[config.mk]
export PLATFORM = sky130hd
export DESIGN_NAME = uart_tx_arbiter
export DESIGN_NICKNAME = d
export VERILOG_FILES = /design/src/rtl/uart_tx_arbiter.sv
export SDC_FILE = /design/constraint.sdc
export NUM_CORES = 1
export LEC_CHECK = 0
export ABC_AREA = 1
export BUFFER_PORTS_ARGS = -buffer_cell sky130_fd_sc_hd__buf_2
export CAP_MARGIN = 15
export CORE_MARGIN = 2
export CORE_UTILIZATION = 40
export CTS_CLUSTER_SIZE = 30
export DETAILED_ROUTE_END_ITERATION = 10
export GPL_TIMING_DRIVEN = 0
export PLACE_DENSITY = 0.63
export SETUP_SLACK_MARGIN = 0.05
export SLEW_MARGIN = 20
export SYNTH_ARGS = -nofsm -noshare
export SYNTH_HDL_FRONTEND = slang
export SYNTH_SLANG_ARGS = --single-unit
[constraint.sdc]
create_clock -name clk -period 1.8 [get_ports clk]
set_clock_uncertainty 0.1 [all_clocks]
set_input_delay 0.18 -clock clk [delete_from_list [all_inputs] [get_ports clk]]
set_output_delay 0.18 -clock clk [all_outputs]
set_load 0.1 [all_outputs]
[src/rtl/uart_tx_arbiter.sv]
// uart_tx_arbiter: round-robin arbiter that feeds one requester byte at a time to a UART transmitter,
// with a watchdog that abandons a frame whose done tick never arrives.
module uart_tx_arbiter #(
    parameter int NREQ    = 4,
    parameter int DBIT    = 8,
    parameter int TIMEOUT = 100000
) (
    input  logic                    clk,
    input  logic                    reset,
    input  logic [NREQ-1:0]         req_valid,
    input  logic [NREQ*DBIT-1:0]    req_data,
    output logic [NREQ-1:0]         req_ready,
    output logic [DBIT-1:0]         tx_din,
    output logic                    tx_en,
    input  logic                    tx_done_tick,
    output logic [$clog2(NREQ)-1:0] grant_id,
    output logic                    busy,
    output logic                    timeout_err
);
    localparam int GW = $clog2(NREQ);
    localparam int WW = $clog2(TIMEOUT + 1);

    typedef enum logic [1:0] {IDLE, START, WAIT} state_t;

    state_t        state, state_nx;
    logic [GW-1:0] last_grant, winner, cand;
    logic [WW-1:0] wdog;
    logic          expire;

    // Scan offsets from farthest to nearest so the requester right after last_grant wins.
    always_comb begin
        winner = last_grant;
        cand   = '0;
        for (int i = NREQ; i >= 1; i--) begin
            cand = GW'((int'(last_grant) + i) % NREQ);
            winner = req_valid[cand] ? cand : winner;
        end
    end

    // A done tick on the expiry cycle takes precedence over the watchdog.
    assign expire = state == WAIT && !tx_done_tick && wdog == WW'(TIMEOUT - 1);

    always_comb begin
        state_nx = state == IDLE  ? (|req_valid ? START : IDLE) :
                   state == START ? WAIT :
                   (tx_done_tick || expire) ? IDLE : WAIT;
    end

    assign tx_en     = state == START;
    assign busy      = state != IDLE;
    assign req_ready = tx_en ? ({{(NREQ-1){1'b0}}, 1'b1} << grant_id) : '0;

    always_ff @(posedge clk or negedge reset) begin
        if (!reset) begin
            state       <= IDLE;
            tx_din      <= '0;
            grant_id    <= '0;
            last_grant  <= GW'(NREQ - 1);
            wdog        <= '0;
            timeout_err <= 1'b0;
        end else begin
            state       <= state_nx;
            timeout_err <= expire;
            wdog        <= state == WAIT ? wdog + 1'b1 : '0;
            if (state == IDLE && |req_valid) begin
                tx_din     <= req_data[winner*DBIT +: DBIT];
                grant_id   <= winner;
                last_grant <= winner;
            end
        end
    end
endmodule

# After elaboration in Yosys (flattened, before gate mapping)
# Index checks and enable logic that the tools add are counted.
dict set report op_classes {
  addsub 5
  n_lt_le_gt_ge 4
  n_eq_ne 3
  shifts 2
  muxes 18
  n_reduce_logical 8
}
# cell count
set op_table {}
lappend op_table {{32-bit by 6-bit variable part select with 8-bit output} 1}
lappend op_table {{17-bit by 1-bit adder with 17-bit output (second input constant)} 1}
lappend op_table {{17-bit equality test (second input constant)} 1}
lappend op_table {{17-bit 2-to-1 mux} 1}
lappend op_table {{2-bit 2-to-1 mux} 7}
lappend op_table {{2-bit by 3-bit less-than comparator with 1-bit output (second input constant)} 4}
lappend op_table {{1-bit binary-select mux with 2-bit select} 4}
lappend op_table {{1-bit 2-to-1 mux} 5}
lappend op_table {{2-bit by 1-bit adder with 2-bit output (second input constant)} 2}
lappend op_table {{2-bit adder (second input constant)} 2}
lappend op_table {{4-bit 2-to-1 mux} 1}
lappend op_table {{4-bit OR reduction} 1}
lappend op_table {{1-bit by 2-bit left shift with 4-bit output (first input constant)} 1}
lappend op_table {{1-bit logical AND} 3}
lappend op_table {{2-bit by 1-bit equality test with 1-bit output (second input constant)} 1}
lappend op_table {{2-bit equality test (second input constant)} 1}
lappend op_table {{2-bit logical NOT} 1}
lappend op_table {{2-bit nonzero test} 1}
lappend op_table {{1-bit logical NOT} 1}
lappend op_table {{1-bit logical OR} 1}
dict set report totals {
  ff_bits 32
  inputBits 39
  output_inout_bits 17
  elab_cells 46
}

# Logic depth before layout (Yosys ltp)
# Gate-level depths: netlist (run 1).
dict set report depth {
  word_depth 8
  mapped_depth 15
  mapped_depth_nobuf 15
}

# Least setup slack after synthesis (run 1)
# OpenSTA, ideal clock, no wires.
dict set report synth_timing {
  path_kind {register -> output}
  from {register state[0]}
  to {output port req_ready[0]}
  arrival_time_ps 4055
  required_ps 1520
  path_slack_ps -2535
  path_stages_with_launch 5
  n_path_buf 0
  path_cell_list {dfrtp_1 > inv_1 > nor2_1 > inv_1 > nor3_1}
}
dict set report synth_between {
  elab_chain_cells 2
}
# element line
set synth_rtl {}
lappend synth_rtl {{start, declared} 25} ;# state_t state, state_nx;
lappend synth_rtl {{start signal, assigned} 62} ;# state <= state_nx;
lappend synth_rtl {{2-bit by 1-bit equality test with 1-bit output} 49} ;# assign tx_en = state == START;
lappend synth_rtl {{via tx_en} 14} ;# output logic tx_en,
lappend synth_rtl {{4-bit 2-to-1 mux} 51} ;# assign req_ready = tx_en ? ({{(NREQ-1){1'b0}}, 1'b1} << grant_id) : '0;
lappend synth_rtl {{end, declared} 12} ;# output logic [NREQ-1:0] req_ready,
# The timed path passes the listed nets, and every way through them passes these cells.

# Worst setup path after layout (run 1)
dict set report layout_timing {
  from {register last_grant[0]}
  to {register tx_din[2]}
}
dict set report layout_between {
  elab_chain_cells 8
  elab_cells_between_ends 17
  cone_classes {add/sub: 4; shift: 1; mux: 12}
}
# element line
set layout_rtl {}
lappend layout_rtl {{start, declared} 26} ;# logic [GW-1:0] last_grant, winner, cand;
lappend layout_rtl {{start signal, assigned} 58} ;# last_grant <= GW'(NREQ - 1);
lappend layout_rtl {{start signal, assigned} 68} ;# last_grant <= winner;
lappend layout_rtl {{2-bit by 1-bit adder with 2-bit output} 35} ;# cand = GW'((int'(last_grant) + i) % NREQ);
lappend layout_rtl {{1-bit binary-select mux with 2-bit select} 36} ;# winner = req_valid[cand] ? cand : winner;
lappend layout_rtl {{1-bit 2-to-1 mux (not written as such)} 36}
lappend layout_rtl {{2-bit 2-to-1 mux (3 in a row)} 36}
lappend layout_rtl {{2-bit 2-to-1 mux (*)} 36}
lappend layout_rtl {{32-bit by 6-bit variable part select with 8-bit output (*)} 66} ;# tx_din <= req_data[winner*DBIT +: DBIT];
lappend layout_rtl {{end signal, assigned} 66}
lappend layout_rtl {{end, declared} 13} ;# output logic [DBIT-1:0] tx_din,
# Mark *: on every way between the ends. The rest lies on a longest branch, timed or not. The select of a mux whose other input is x is not followed.
# A chain may end at the register's enable or synchronous reset.

==> impl_metrics.toml, run 1 <==
[outcome]
status = "complete, but fails checks"
violations = "negative setup slack"

[timing]
hold_ws_ps = 193
fin_tns_setup_ps = -1580
finalSetupViolCount = 14
maxSlewViolCount = 0
worst_pin_slew_ps = 686
rsz0062_at_grt = "yes"
fmax_mhz = 494
fin_crit_sh_pct = 112
fin_ws_ps = -224
slew_headroom_pct = 54.3
hold_violations = 0
min_period_ps = 2020

[synth]
synth_warnings = 0
yosysSeqAreaShare_pct = 38.4
synth_simple_gate_area_share_pct = 42.2
synthesis.area_mm2 = 0.00209
ys_ff_latch = 32
synth_top_family_by_area = "simple AND/OR/NAND/NOR gates"
async_flop_share_pct = 100
synth_edf_count = 0
synthesis.nets = 341
syn_area_per_cell_um2 = 6.95
synth-adder-area-share_pct = 0.598
synth_cell_types = 28
synthXorXnorAreaFrac_pct = 0.837
synth_compound_area_share_pct = 5.32
yosys-mux-area-fraction_pct = 0
yosys_most_used_dff = "dfrtp_1"
synthCells = 301

[clocking]
clk_latency_ps = 280
clockRootBuffer = "clkbuf_8"
cts_buffers = 5
clk_pin_slew_ps = 60
cts_tree = "done"
htree_levels = 2
clockBufferDepth = 2
clock-sinks = 32

[detailed_routing]
drc = 0
vias = 2264
routed_wl_um = 5790
drt_iter0_markers = 105
dr.pass1.iters = 4
ant_nets = 0
viasPerCell = 4.91
routed_wire_length_per_instance_um = 12.6

[final_layout]
layout-drive-gt1-share_pct = 39.9
diodes = 0
nets = 430
area_growth_pct = 51.7
fin_area_mm2 = 0.00317
finish.utilization_pct = 62.5

[floorplanning]
fp.dieH_um = 76.3
die_w_um = 76.3
die_area_mm2 = 0.00582
start_util_pct = 41.2
ios = 56
coreArea_mm2 = 0.00507
row_count = 26

[placed_design]
place_congestion = 0.819
dp_hpwl_um = 3640
io_buffer_count = 55
placed_area_mm2 = 0.00251

[run]
maxCapViolations = 0

[worst_setup_path]
rrSetupSlack_ps = -220
crit_start = "last_grant[0]$_DFFE_PN1P_"
r2r_cells = 14
cp.required_ps = 1920
worstSetupStartpointType = "flop"
path_class = "flop to flop"
crit_top_cell = "nand2_1"
crit_path_end_kind = "flop"
cp_top_family = "simple AND/OR/NAND/NOR gates"
cp.arrival_ps = 2150
regToRegEndpoint = "tx_din[2]$_DFFE_PN0P_"
timing.rr.start = "last_grant[0]$_DFFE_PN1P_"
slowest_stage = "dfstp_2"
cpPeakStageDelay_ps = 570
crit_path_cell_trace = "buf_8 -> buf_6 -> o21ai_4 -> nand2_2 -> nand2_2 -> inv_2 -> buf_12 -> nand3_4 -> buf_4 -> nand3_1 -> nand3_1 -> nand2_1 -> nand2_1 -> nand2_1"
crit_path_max_fanout = 6
worst-path-buf-inv = 5

[min_path]
min_to = "tx_din[7]$_DFFE_PN0P_"
hp-start = "req_data[23]"
hold_depth = 7
hold_path_class = "input pin to flop"

[grt]
grt.total_usage_pct = 19.2
grt_max_degree = 33
grt_overflow = 0
grt_pass1_vias = 2120
grt_first_pass_wirelength_um = 9140
antenna_found_initial = 0
[worst reg2reg max path, stage by stage, from the launching register on]
cell and delay (ps):
dfstp_2 570, buf_8 120, buf_6 110, o21ai_4 60, nand2_2 60, nand2_2 50, inv_2 80, buf_12 110
nand3_4 160, buf_4 180, nand3_1 80, nand3_1 90, nand2_1 90, nand2_1 50, nand2_1 60
[registers in the layout, indices dropped and copies added, names as in the netlist]
register / flops
grant_id: 2
tx_din: 8
wdog: 17
timeout_err: 1
state: 2
last_grant: 2
[worst max path at each step]
stage	end	slack, ps	cells past startpoint
2_1_floorplan	req_ready[1]	-580	4
3_3_place_gp	tx_din[3]$_DFFE_PN0P_	-160	14
3_5_place_dp	tx_din[5]$_DFFE_PN0P_	-200	14
4_1_cts	tx_din[3]$_DFFE_PN0P_	-150	15
5_1_grt	tx_din[0]$_DFFE_PN0P_	-310	14
6_report	tx_din[2]$_DFFE_PN0P_	-220	14
[kinds of logic (layout without fill, tap and decap cells)]
| kind of cell | count (synthesis) | in the layout |
|---|---|---|
| AOI/OAI and AO/OA | 20 | 20 |
| and+or+nand+nor | 182 | 182 |
| buffers and inverters | 64 | 154 |
| xor gates and xnor gates | 2 | 2 |
| adders and majority gates | 1 | 1 |
| DFF | 32 | 32 |
[area by class of cell]
class                           count  area, um^2
Sequential cell                    32         806
Multi-Input combinational cell    205        1270
Buffer                              5        53.8
Inverter                           59         233
Timing Repair Buffer               82         636
Clock buffer                        8        90.1
Fill cell                         453        1900
Tap cell                           70        87.6
[Yosys cell counts (all sizes together), types with 2 or more instances]
master | number | area share [%]
or2 | 2 | 0.60
a21oi | 5 | 1.2
nor3 | 13 | 3.3
nor2 | 19 | 3.4
o21ai | 10 | 2.4
xor2 | 2 | 0.84
inv | 59 | 11
nand4 | 5 | 1.5
nand2 | 90 | 18
buf | 4 | 1.9
a211oi | 3 | 1.1
nand3 | 50 | 15
dfrtp | 30 | 36
nor4 | 2 | 0.60
dfstp | 2 | 2.5
[metal layers]
metal | GRT usage, % | share of wire [%]
met5 | 0 | 0
met4 | 4.36 | 0.78
met3 | 4.86 | 4.5
met2 | 31.9 | 51
met1 | 25.2 | 44
[stage by stage]
| step | setup WS, ps | cells |
|---|---|---|
| final | -224 | 461 |
| after global routing | -313 | 461 |
| after CTS | -152 | 450 |
| after detailed placement | -205 | 426 |
| after global placement | -158 | 426 |
| after floorplan | -583 | 301 |
[placed cells by master, fill, tap and decap left out, types with 2 or more instances in the layout]
cell / count
buf_12: 7
nor2_1: 15
buf_4: 16
nand3_4: 4
clkbuf_8: 6
o21ai_0: 4
nand3_1: 32
clkbuf_1: 3
nand4_1: 5
nor2_4: 3
nand2_2: 13
buf_2: 52
inv_1: 52
dfrtp_1: 28
dlygate4sd3_1: 2
or2_2: 2
nor3_4: 5
a211oi_1: 2
nor3_1: 7
o21ai_1: 5
buf_16: 2
xor2_1: 2
buf_8: 3
nand2_4: 5
nand3_2: 14
nand2_1: 71
a21oi_1: 5
buf_6: 4
dfstp_2: 2
dfrtp_2: 2
inv_2: 4
[timing repair]
item                                    4_1_cts  5_1_grt
hold endpoints to repair                     31        0
hold buffers                                  2        0
gates resized for setup                      34       46
endpoints found under the setup margin       23       22
gates cloned                                  2        0
buffers inserted                             12       11
pin swaps                                     4       16
Power of run 1 is not shown: default switching activity piles up to over one toggle a cycle in this logic, so the estimate is an artifact.
==> run 2: changes to the inputs <==
--- a/config.mk
+++ b/config.mk
@@ -13,7 +13,7 @@
 export CTS_CLUSTER_SIZE = 30
 export DETAILED_ROUTE_END_ITERATION = 10
 export GPL_TIMING_DRIVEN = 0
-export PLACE_DENSITY = 0.63
+export PLACE_DENSITY = 0.6
 export SETUP_SLACK_MARGIN = 0.05
 export SLEW_MARGIN = 20
 export SYNTH_ARGS = -nofsm -noshare
==> constraint.sdc (replaced) <==
create_clock -name clk -period 2.61 [get_ports clk]
set_clock_uncertainty 0.1 [all_clocks]
set_input_delay 0.261 -clock clk [delete_from_list [all_inputs] [get_ports clk]]
set_output_delay 0.261 -clock clk [all_outputs]
set_load 0.1 [all_outputs]
==> impl_metrics.toml, run 2 (same netlist as run 1, synthesis figures left out) <==
[outcome]
status = "complete, no violations"

[grt]
antenna_found_initial = 0
grt_overflow = 0
grt_first_pass_wirelength_um = 8260
grt_max_degree = 33
grt_pass1_vias = 1957
grt.total_usage_pct = 17.3

[worst_setup_path]
cp.required_ps = 2680
cp_top_family = "simple AND/OR/NAND/NOR gates"
worstSetupStartpointType = "flop"
cpPeakStageDelay_ps = 490
path_class = "flop to flop"
crit_path_max_fanout = 4
crit_path_cell_trace = "ha_1 -> nand2_1 -> inv_1 -> nand3_1 -> nor4_1 -> nand4_1 -> nor3b_1 -> nor2_1"
slowest_stage = "nor4_1"
cp.arrival_ps = 2170
crit_path_end_kind = "flop"
worst-path-buf-inv = 1

[final_layout]
final_cell_mix = "83 x nand2_1, 56 x buf_2, 55 x inv_1"
nets = 404
layout-drive-gt1-share_pct = 26.4
top_register = "wdog"
diodes = 0
stdcell_count = 434
fin_area_mm2 = 0.00259
layout_commonest_cell = "nand2_1"
largest_reg_flops = 17
top_regs = "wdog: 17 flops, tx_din: 8 flops"
area_growth_pct = 24.0
finish.utilization_pct = 51.1

[min_path]
hold_path_class = "input pin to flop"

[power_and_ir_drop]
vdd_ir_drop_max_uv = 974
p_leak_nw = 1.46
power_density_mw_per_mm2 = 1420
finalPower_mw = 3.69

[detailed_routing]
drc = 0
routed_wl_um = 4740
drt_iter0_markers = 144
vias = 2097
routed_wire_length_per_instance_um = 10.9
viasPerCell = 4.83
dr.pass1.iters = 5
ant_nets = 0

[timing]
fin_ws_ps = 510
finalSetupViolCount = 0
fin_tns_setup_ps = 0
min_period_ps = 2100
fmax_mhz = 476
maxSlewViolCount = 0
hold_violations = 0
worst_pin_slew_ps = 690
slew_headroom_pct = 54.0
fin_crit_sh_pct = 80.5
hold_ws_ps = 93.3
rsz0062_at_grt = "no"

[placed_design]
placed_area_mm2 = 0.00251
io_buffer_count = 55
dp_hpwl_um = 3640
dp.cells = 426
pre_cts_slack_ps = 616
place_congestion = 0.813

[floorplanning]
coreArea_mm2 = 0.00507
start_util_pct = 41.2
row_count = 26
die_w_um = 76.3
ios = 56
fp.dieH_um = 76.3
die_area_mm2 = 0.00582

[clocking]
clockBufferDepth = 2
cts_tree = "done"
clock-sinks = 32
cts_buffers = 5
clk_pin_slew_ps = 60
cts_resized = 0
clk_latency_ps = 280
clockRootBuffer = "clkbuf_8"
htree_levels = 2

[run]
maxCapViolations = 0
==> run 2: cell count changes in the layout (fill, tap and decap cells not counted), moves of 3 or more <==
| cell | delta |
|---|---|
| buf_12 | -7 |
| buf_2 | +4 |
| buf_4 | -16 |
| buf_8 | -3 |
| inv_1 | +3 |
| nand2_1 | +12 |
| nand2_2 | -9 |
| nand3_1 | +8 |
| nand3_2 | -5 |
| nand3_4 | -3 |
| nor2_1 | +3 |
| o21ai_0 | +5 |
| o21ai_1 | -4 |
==> run 2: path summary, 6_finish.rpt <==
kind / start / end / slack [ps] / cells after the start
max in group asynchronous: reset / wdog[8]$_DFF_PN0_ / 1500 / 2
hold / removal: tx_done_tick / state[1]$_DFF_PN0_ / 90 / 2
setup reg to reg: wdog[0]$_DFF_PN0_ / wdog[14]$_DFF_PN0_ / 510 / 8
min in group asynchronous: reset / wdog[14]$_DFF_PN0_ / 450 / 2
hold reg to reg: wdog[0]$_DFF_PN0_ / wdog[0]$_DFF_PN0_ / 370 / 1
setup / recovery: wdog[0]$_DFF_PN0_ / wdog[14]$_DFF_PN0_ / 510 / 8
==> run 2: report_power, final <==
part | internal, mW | switching [mW] | total, mW | leakage, nW
Clock | 0.181 | 0.168 | 0.349 | 0.0410
Combinational | 0.652 | 1.95 | 2.61 | 1.00
Sequential | 0.639 | 0.101 | 0.741 | 0.419
==> run 2: per-layer routing <==
layer,vias to the layer above,global-route usage (%),part of all wire (%)
li1,1078,-,-
met1,965,22.1,48
met2,48,29.6,46
met3,6,4.38,4.7
met4,0,3.82,1.0
met5,-,0,0
==> run 2: repair_timing <==
| item | CTS | global route |
|---|---|---|
| hold endpoints to repair | 30 | 0 |
| setup buffers | 0 | 0 |
| hold buffers | 1 | 0 |
==> run 2: cell type report <==
type | count | area [um^2]
fill | 533 | 2480
timing repair buffer | 56 | 285
inverter | 59 | 221
sequential | 32 | 803
tap | 70 | 87.6
buffer | 5 | 42.5
multi-input combinational | 205 | 1080
clock inverter | 1 | 5.00
clock buffer | 6 | 72.6
No activity file was read; power rests on OpenSTA's default activity.
==> run 3: changes to the inputs <==
--- a/config.mk
+++ b/config.mk
@@ -5,7 +5,7 @@
 export SDC_FILE = /design/constraint.sdc
 export NUM_CORES = 1
 export LEC_CHECK = 0
-export ABC_AREA = 1
+export ABC_AREA = 0
 export BUFFER_PORTS_ARGS = -buffer_cell sky130_fd_sc_hd__buf_2
 export CAP_MARGIN = 15
 export CORE_MARGIN = 2
@@ -13,7 +13,7 @@
 export CTS_CLUSTER_SIZE = 30
 export DETAILED_ROUTE_END_ITERATION = 10
 export GPL_TIMING_DRIVEN = 0
-export PLACE_DENSITY = 0.6
+export PLACE_DENSITY = 0.65
 export SETUP_SLACK_MARGIN = 0.05
 export SLEW_MARGIN = 20
 export SYNTH_ARGS = -nofsm -noshare
==> constraint.sdc (replaced) <==
create_clock -name clk -period 1.8 [get_ports clk]
set_clock_uncertainty 0.1 [all_clocks]
set_input_delay 0.18 -clock clk [delete_from_list [all_inputs] [get_ports clk]]
set_output_delay 0.18 -clock clk [all_outputs]
set_load 0.1 [all_outputs]
==> impl_metrics.toml, run 3 <==
[worst_setup_path]
timing.rr.start = "last_grant[1]$_DFFE_PN1P_"
crit_path_cell_trace = "mux2i_1 -> a21oi_1 -> o21ai_1 -> buf_6 -> buf_4 -> mux2i_2 -> o221ai_2"
rrSetupSlack_ps = -40
r2r_cells = 7
cp.arrival_ps = 1870
worst-path-buf-inv = 2
crit_path_end_kind = "flop"
cpPeakStageDelay_ps = 590
worstSetupStartpointType = "flop"
path_depth = 7
slowest_stage = "dfstp_2"
crit_start = "last_grant[1]$_DFFE_PN1P_"
cp_top_family = "flip-flops"
critPathCapture = "tx_din[7]$_DFFE_PN0P_"
cp.required_ps = 1840
path_class = "flop to flop"
crit_path_max_fanout = 6
regToRegEndpoint = "tx_din[7]$_DFFE_PN0P_"

[synth]
synthesis.nets = 212
synthCells = 172
synthXorXnorAreaFrac_pct = 7.80
yosys_most_used_dff = "dfrtp_1"
syn_area_per_cell_um2 = 9.80
synth_top_family_by_area = "simple AND/OR/NAND/NOR gates"
synth_simple_gate_area_share_pct = 21.9
post-synth-top-count-cell = "dfrtp_1"
synth_edf_count = 0
synth_cell_types = 34
synth_warnings = 0
yosys-mux-area-fraction_pct = 10.1
async_flop_share_pct = 100
synthTopCellsByArea = "dfrtp_1 45%, mux2i_1 10%, nor2_1 5.8%"
ys_top_cells_by_count = "30 x dfrtp_1, 26 x nor2_1, 18 x nand2_1, 17 x mux2i_1, 9 x nand3_1"
yosysTopAreaCellShare_pct = 44.5
ys_ff_latch = 32
yosysSeqAreaShare_pct = 47.7
synth-adder-area-share_pct = 0.742
synth_area_leader_cell = "dfrtp_1"
synthesis.area_mm2 = 0.00169
synth_compound_area_share_pct = 6.98

[power_and_ir_drop]
switching_power_mw = 2.24
internal-power_mw = 1.99
switching_share_pct = 52.9
clkPwrFrac_pct = 12.9
comb_power_share_pct = 60.8
vdd_ir_drop_max_uv = 1290
p_leak_nw = 1.10
p_seq_share_pct = 26.3
power_density_mw_per_mm2 = 1820

[final_layout]
layout-drive-gt1-share_pct = 39.5
diodes = 0
final_cell_mix = "52 x buf_2, 26 x dfrtp_1, 24 x nor2_1"
stdcell_count = 293
area_growth_pct = 38.2
layout_commonest_cell = "buf_2"
fin_area_mm2 = 0.00233
top_regs = "wdog: 17 flops, tx_din: 8 flops"
n_fill_cell = 360
seq_area_um2 = 811
top_register = "wdog"
nets = 282
multi_input_area_um2 = 907
largest_reg_flops = 17

[clocking]
htree_levels = 2
clk_latency_ps = 270
clockRootBuffer = "clkbuf_8"
clk_pin_slew_ps = 60
cts_buffers = 5
clock-sinks = 32
clockBufferDepth = 2
cts_tree = "done"

[timing]
worst_pin_slew_ps = 709
maxSlewViolCount = 0
slew_headroom_pct = 52.7
hold_ws_ps = 104
fin_crit_sh_pct = 102
fmax_mhz = 545
fin_tns_setup_ps = -147
fin_ws_ps = -35.4
finalSetupViolCount = 8
hold_violations = 0
rsz0062_at_grt = "yes"
min_period_ps = 1840

[detailed_routing]
drc = 0
route.met2.wl_um = 1780
viasPerCell = 5.04
wl_met3_um = 151
routed_wl_um = 3790
drt_iter0_markers = 89
vias = 1476
routed_wire_length_per_instance_um = 12.9
m1WireLength_um = 1830
dr.pass1.iters = 4
top_layer_used = "met4"
ant_nets = 0

[floorplanning]
coreArea_mm2 = 0.00403
row_count = 23
die_w_um = 68.9
die_area_mm2 = 0.00475
fp.dieH_um = 68.9
start_util_pct = 41.8
ios = 56

[min_path]
hold_depth = 3
hold_path_class = "input pin to flop"

[grt]
grt_first_pass_wirelength_um = 5550
grt.total_usage_pct = 15.6
antenna_found_initial = 0
grt_overflow = 0
grt_pass1_vias = 1213
grt_max_degree = 33

[outcome]
status = "complete, but fails checks"
violations = "negative setup slack"

[placed_design]
dp_hpwl_um = 2620
io_buffer_count = 55
placed_area_mm2 = 0.00208
place_congestion = 0.753
dp.cells = 277

[run]
maxCapViolations = 0
[run 3: through the flow]
| stage | util (%) | total power, mW | setup slack, ps |
|---|---|---|---|
| floorplan | - | 3.07 | -36.0 |
| global placement | 51.6 | 3.46 | -70.4 |
| detailed placement | 51.6 | 3.47 | -97.0 |
| CTS | 55.2 | 4.11 | -36.4 |
| global route | 57.8 | 4.46 | -115 |
| finish | 57.8 | 4.23 | -35.4 |
[run 3: final cells by class]
cell class | instances | area share (%)
multi-input combinational | 125 | 39.0
sequential | 32 | 34.8
timing repair buffer | 63 | 16.0
clock buffer | 8 | 3.87
tap | 50 | 2.69
buffer | 6 | 2.04
inverter | 9 | 1.61
[run 3: power by group through the flow]
stage | Sequential, mW | Clock, mW | Combinational, mW
finish | 1.11 | 0.546 | 2.57
global route | 1.14 | 0.597 | 2.72
CTS | 1.11 | 0.563 | 2.44
detailed placement | 1.12 | 0 | 2.35
global placement | 1.11 | 0 | 2.34
floorplan | 1.89 | 0 | 1.18
[run 3: metal layers]
metal / GRT usage (%) / vias to the layer above
met2: 23.3 / 34
met1: 22.8 / 699
met4: 5.15 / 0
li1: - / 739
met5: 0 / -
met3: 3.08 / 4
[run 3: timing repair]
action	CTS	global route
buffers inserted	4	2
hold buffers	1	0
endpoints found under the hold margin	30	0
gates resized for setup	5	15
endpoints found under the setup margin	13	16
pin swaps	1	7
cloned	0	1
[run 3: worst register-to-register path, stage by stage, from the launching register on]
cell,delay (ps)
dfstp_2,590
mux2i_1,190
a21oi_1,80
o21ai_1,110
buf_6,160
buf_4,130
mux2i_2,230
o221ai_2,120
[run 3: how the worst min path moves through the flow]
stage	start	to	slack, ps
6_report	tx_done_tick	state[1]$_DFF_PN0_	100
5_1_grt	req_data[16]	tx_din[0]$_DFFE_PN0P_	130
4_1_cts	tx_done_tick	state[1]$_DFF_PN0_	100
3_5_place_dp	reset	wdog[11]$_DFF_PN0_	180
3_3_place_gp	reset	wdog[9]$_DFF_PN0_	170
2_1_floorplan	reset	grant_id[0]$_DFFE_PN0P_	-220
[run 3: kinds of logic (layout without fill, tap and decap cells)]
logic type | count (synthesis) | after routing
compound gates | 16 | 16
xor+xnor | 15 | 15
fa+ha+maj | 1 | 1
buf+inv | 15 | 86
flops | 32 | 32
mux | 17 | 17
simple gates | 76 | 76
